===== src/rtl/gpio_tie_pkg.sv =====
// Shared types and sizing helpers for the GPIO tie-level array.
package gpio_tie_pkg;

   localparam int GPIO_MAX = 64;

   typedef enum logic {ST_HOLD = 1'b0, ST_RUN = 1'b1} tie_state_e;

   // Hold counter must be able to hold HOLD_CYCLES itself; never zero width.
   function automatic int cnt_width(input int hold);
      int w;
      w = $clog2(hold + 1);
      return (w < 1) ? 1 : w;
   endfunction

endpackage


===== src/rtl/gpio_tie_shift.sv =====
// Serial-in / parallel-out level shift register. Optional tail tap when
// GPIO_TIE_READBACK_EN is defined, for daisy-chaining instances.
module gpio_tie_shift
   import gpio_tie_pkg::*;
#(
   parameter int                  NUM_GPIO  = 38,
   parameter logic [NUM_GPIO-1:0] RESET_VAL = {NUM_GPIO{1'b1}}
) (
   input  logic                clk_i,
   input  logic                rst_i,
   input  logic                valid_i,
   input  logic                data_i,
`ifdef GPIO_TIE_READBACK_EN
   output logic                tap_o,
`endif
   output logic [NUM_GPIO-1:0] par_o
);

   logic [NUM_GPIO-1:0] shift_q, shift_d;

   generate
      if (NUM_GPIO == 1) begin : g_one
         assign shift_d = data_i;
      end else begin : g_many
         assign shift_d = {shift_q[NUM_GPIO-2:0], data_i};
      end
   endgenerate

   always_ff @(posedge clk_i) begin
      if (rst_i)        shift_q <= RESET_VAL;
      else if (valid_i) shift_q <= shift_d;
   end

   assign par_o = shift_q;

`ifdef GPIO_TIE_READBACK_EN
   assign tap_o = shift_q[NUM_GPIO-1];
`endif

endmodule


===== src/rtl/gpio_tie_array.sv =====
// Multi-channel tie-high/low generator: serial load, commit, post-reset hold.
// Build option: GPIO_TIE_READBACK_EN adds the ser_data_out chain output.
module gpio_tie_array
   import gpio_tie_pkg::*;
#(
   parameter int                  NUM_GPIO      = 38,
   parameter logic [NUM_GPIO-1:0] DEFAULT_LEVEL = {NUM_GPIO{1'b1}},
   parameter int                  HOLD_CYCLES   = 16
) (
   input  logic                wb_clk_i,
   input  logic                wb_rst_i,
   input  logic                ser_valid,
   input  logic                ser_data,
   input  logic                ser_commit,
`ifdef GPIO_TIE_READBACK_EN
   output logic                ser_data_out,
`endif
   output logic                busy,
   output logic                commit_done,
   output logic [NUM_GPIO-1:0] gpio_logic1,
   output logic [NUM_GPIO-1:0] gpio_logic0
);

   localparam int              CW     = cnt_width(HOLD_CYCLES);
   localparam logic [CW-1:0]   LAST   = CW'((HOLD_CYCLES > 0) ? HOLD_CYCLES - 1 : 0);
   localparam tie_state_e      RST_ST = (HOLD_CYCLES > 0) ? ST_HOLD : ST_RUN;

   tie_state_e          state_q, state_d;
   logic [CW-1:0]       cnt_q, cnt_d;
   logic                pend_q, pend_d;
   logic                done_q, done_d;
   logic [NUM_GPIO-1:0] act_q, act_d;
   logic [NUM_GPIO-1:0] shift;

   gpio_tie_shift #(
      .NUM_GPIO  (NUM_GPIO),
      .RESET_VAL (DEFAULT_LEVEL)
   ) u_shift (
      .clk_i   (wb_clk_i),
      .rst_i   (wb_rst_i),
      .valid_i (ser_valid),
      .data_i  (ser_data),
`ifdef GPIO_TIE_READBACK_EN
      .tap_o   (ser_data_out),
`endif
      .par_o   (shift)
   );

   // Commits use the pre-shift register value, so a same-cycle strobe lands after.
   always_comb begin
      state_d = state_q;
      cnt_d   = cnt_q;
      pend_d  = pend_q;
      act_d   = act_q;
      done_d  = 1'b0;
      case (state_q)
         ST_HOLD: begin
            cnt_d  = cnt_q + 1'b1;
            pend_d = pend_q | ser_commit;
            if (cnt_q == LAST) begin
               state_d = ST_RUN;
               pend_d  = 1'b0;
               if (pend_q || ser_commit) begin
                  act_d  = shift;
                  done_d = 1'b1;
               end
            end
         end
         ST_RUN: begin
            if (ser_commit) begin
               act_d  = shift;
               done_d = 1'b1;
            end
         end
         default: state_d = RST_ST;
      endcase
   end

   always_ff @(posedge wb_clk_i) begin
      if (wb_rst_i) begin
         state_q <= RST_ST;
         cnt_q   <= '0;
         pend_q  <= 1'b0;
         done_q  <= 1'b0;
         act_q   <= DEFAULT_LEVEL;
      end else begin
         state_q <= state_d;
         cnt_q   <= cnt_d;
         pend_q  <= pend_d;
         done_q  <= done_d;
         act_q   <= act_d;
      end
   end

   assign busy        = (state_q == ST_HOLD);
   assign commit_done = done_q;
   assign gpio_logic1 = act_q;
   assign gpio_logic0 = ~act_q;

endmodule


===== config.mk =====
export PLATFORM = sky130hd
export DESIGN_NAME = gpio_tie_array
export DESIGN_NICKNAME = d
export VERILOG_FILES = /design/src/rtl/gpio_tie_pkg.sv /design/src/rtl/gpio_tie_shift.sv /design/src/rtl/gpio_tie_array.sv
export SDC_FILE = /design/constraint.sdc
export NUM_CORES = 1
export LEC_CHECK = 0
export CORE_ASPECT_RATIO = 0.75
export CORE_MARGIN = 2
export CORE_UTILIZATION = 45
export CTS_BUF_LIST = sky130_fd_sc_hd__clkbuf_4 sky130_fd_sc_hd__clkbuf_8
export DETAILED_ROUTE_END_ITERATION = 6
export GPL_TIMING_DRIVEN = 0
export HOLD_SLACK_MARGIN = 0.08
export MAX_ROUTING_LAYER = met4
export PLACE_DENSITY_LB_ADDON = 0.1
export SLEW_MARGIN = 10
export SYNTH_ARGS = -nofsm -noshare
export SYNTH_HDL_FRONTEND = slang
export SYNTH_HIERARCHICAL = 1
export SYNTH_SLANG_ARGS = --single-unit

===== constraint.sdc =====
create_clock -name wb_clk_i -period 1.7 [get_ports wb_clk_i]
set_input_delay 0.34 -clock wb_clk_i [delete_from_list [all_inputs] [get_ports wb_clk_i]]
set_output_delay 0.34 -clock wb_clk_i [all_outputs]
set_load 0.02 [all_outputs]

==> impl_metrics.json <==
{
  "relSlewSlack": 0.6710,
  "wl_per_cell_microns": 12.70,
  "final_area_sq_um": 4783,
  "clock-sinks": 84,
  "cpPeakStageDelay_ns": 0.61,
  "fillers": 610,
  "via_count": 2676,
  "synth_seq_cells": 84,
  "hp-start": "wb_rst_i",
  "gp_congestion": 0.7387,
  "avgSynthCellArea_sq_um": 9.353,
  "wl_met3_microns": 460,
  "crit_buf_inv": 1,
  "p_switching_uw": 910.2,
  "synth_top_cell_by_area": "dfxtp_1",
  "clk_path_buf_depth": 2,
  "r2r_end": "gpio_logic1[11]",
  "drive_gt1_frac": 0.09677,
  "ys.flop_type": "dfxtp_1",
  "power.leakage_nw": 2.624,
  "p_comb_frac": 0.064,
  "p_sw_frac": 0.2402,
  "io_buffer_count": 80,
  "p_int_mw": 2.878,
  "rsz0062_at_grt": "yes",
  "period_needed_ns": 1.665,
  "grt_pass1_wl_microns": 11030,
  "synth-seq-area-share": 0.4939,
  "rows": 27,
  "timing.rr.start": "cnt_q[1]",
  "synthToLayoutAreaGrowth_pct": 40.50,
  "worstSetupPathType": "register to output port",
  "worst_pin_slew_ns": 0.4936,
  "end_kind": "output port",
  "synth_top_cells_by_count": "dfxtp_1, nor2_1, inv_1",
  "synth_top_area_share": 0.4939,
  "path_cells": "clkdlybuf4s50_1",
  "wl_met1_microns": 3447,
  "dpl.hpwl_microns": 4762,
  "highest_layer": "met4",
  "dieArea_sq_um": 8284,
  "grt_usage": 0.1696,
  "ir_drop_mv": 0.3995,
  "min_period_over_period": 0.9793,
  "hold_path_class": "primary input to register",
  "syn_area_sq_um": 3405,
  "final_max_slew_viol_count": 0,
  "finalWirelength_microns": 7189,
  "initial_core_util": 0.4644,
  "ys_async_sr_fraction": 0,
  "synth_nets": 371,
  "grt_pass1_vias": 2431,
  "crit_required_ns": 1.36,
  "hold_slack_ns": 0.3073,
  "drc": 0,
  "pwr-share-clk": 0.386,
  "ant_nets": 0,
  "reg2regPathDepth": 8,
  "power_density_nw_per_um2": 792.1,
  "numCtsBuffers": 9,
  "grt_max_degree": 16,
  "yosysWarningCount": 6,
  "max_freq_ghz": 0.6007,
  "tns_ns": 0,
  "cts_tree": "built",
  "die_w_microns": 104.4,
  "firstDrtPassIters": 4,
  "critical_path.max_fanout": 3,
  "yosysUniqueCellTypes": 22,
  "cts_root_buf": "clkbuf_8",
  "cp_slowest_cell": "clkdlybuf4s50_1",
  "pwr-share-seq": 0.550,
  "insertion_delay_ns": 0.36,
  "reg2reg_slack_ns": 0.04,
  "setup_slack_ns": 0.03515,
  "synth-edff-count": 0,
  "drt-initial-drc-count": 69,
  "holdPathStages": 2,
  "clk_pin_slew_ns": 0.09,
  "cp_top_family": "buffers and inverters",
  "crit_arrival_ns": 1.32,
  "setup_viol": 0,
  "worstHoldEndpoint": "commit_done",
  "vias_per_cell": 4.728,
  "antenna_found_initial": 0,
  "worstSetupStartpointType": "register",
  "maxCapViolations": 0,
  "clock_skew_ns": 0.007495,
  "nets": 467,
  "synthTopCellsByArea": "dfxtp_1, mux2i_1, a211o_1",
  "dpl_cell_area_sq_um": 4332,
  "finalHoldViolCount": 0,
  "syn_inst": 364,
  "dp_slack_ns": -0.04468,
  "outcome": "finished, final reports clean",
  "h-tree-depth": 3,
  "diodes": 0,
  "io_pins": 83,
  "grt-ovfl-total": 0,
  "core_sq_um": 7331,
  "met2_length_microns": 3209,
  "die_h_microns": 79.33
}
[worst max path at each step]
| stage | start | end | slack (ns) | cells after the start |
|---|---|---|---|---|
| final | gpio_logic1[6] | gpio_logic1[6] | 0.04 | 1 |
| after global routing | cnt_q[1] | gpio_logic1[10] | -0.03 | 8 |
| after CTS | gpio_logic1[18] | gpio_logic0[18] | 0.003 | 2 |
| after detailed placement | cnt_q[0] | gpio_logic1[7] | -0.04 | 8 |
| after global placement | cnt_q[0] | gpio_logic1[12] | -0.03 | 8 |
| after floorplan | cnt_q[0] | gpio_logic1[10] | 0.08 | 8 |
[cells by family after synthesis]
| kind of cell | Yosys count | synth area share |
|---|---|---|
| XOR/XNOR | 3 | 0.007719 |
| AO/OA/AOI/OAI | 42 | 0.1077 |
| AND/OR/NAND/NOR | 127 | 0.1753 |
| multiplexers | 39 | 0.1147 |
| adder cells (fa/ha/maj) | 2 | 0.007349 |
| flip-flops | 84 | 0.4939 |
| buffers and inverters | 67 | 0.09334 |
[registers in the layout (all words and copies together), names as in the netlist]
signal	cells
gpio_logic1	38
u_shift/par_o	38
cnt_q	5
commit_done	1
pend_q	1
state_q	1
[power by group through the flow]
stage | clock network, mW | registers, mW | logic [mW]
after global routing | 1.58 | 2.09 | 0.270
after global placement | 0 | 2.13 | 0.231
after CTS | 1.49 | 2.08 | 0.238
after detailed placement | 0 | 2.13 | 0.236
after floorplan | 0 | 2.11 | 0.192
final | 1.46 | 2.08 | 0.243
[cell type report]
type / instances / area, sq um / area share
multi-input combinational: 213 / 1438 / 0.3005
timing repair buffer: 85 / 989.7 / 0.2069
inverter: 41 / 153.9 / 0.03217
buffer: 26 / 180.2 / 0.03767
clock buffer: 10 / 137.6 / 0.02877
clock inverter: 6 / 71.32 / 0.01491
tap: 101 / 126.4 / 0.02642
sequential: 84 / 1687 / 0.3526
[per-layer routing]
layer / global-route usage / vias up
met5: - / -
met4: 0.05676 / 0
met3: 0.04762 / 9
met2: 0.2732 / 79
met1: 0.2071 / 1230
li1: - / 1358
[per-stage QoR]
stage,cells,power (mW),utilization
3_5_place_dp,545,2.362,0.5909
5_1_grt,566,3.940,0.6525
2_1_floorplan,364,2.305,-
4_1_cts,563,3.811,0.6223
6_report,566,3.789,0.6525
3_3_place_gp,545,2.356,0.5909
[cells in the final DEF (no fill, tap or decap), drive strengths merged, types with 2 or more instances in the layout]
| master | count |
|---|---|
| inv | 42 |
| buf | 21 |
| nor2b | 38 |
| nor2 | 84 |
| mux2i | 39 |
| dlygate4sd2 | 11 |
| clkinv | 2 |
| clkbuf | 20 |
| a21oi | 3 |
| ha | 2 |
| dlymetal6s2s | 54 |
| a211o | 38 |
| xor2 | 2 |
| and2b | 2 |
| dfxtp | 84 |
| clkinvlp | 2 |
| clkdlybuf4s50 | 15 |
[what timing repair did]
item,4_1_cts,5_1_grt
endpoints found under the setup margin,21,92
pin swaps,0,2
endpoints found under the hold margin,0,0
setup buffers,2,2
hold buffers,0,0
cloned,0,1
resized for setup,14,64
Note: power is estimated with default switching activity, not from simulation.
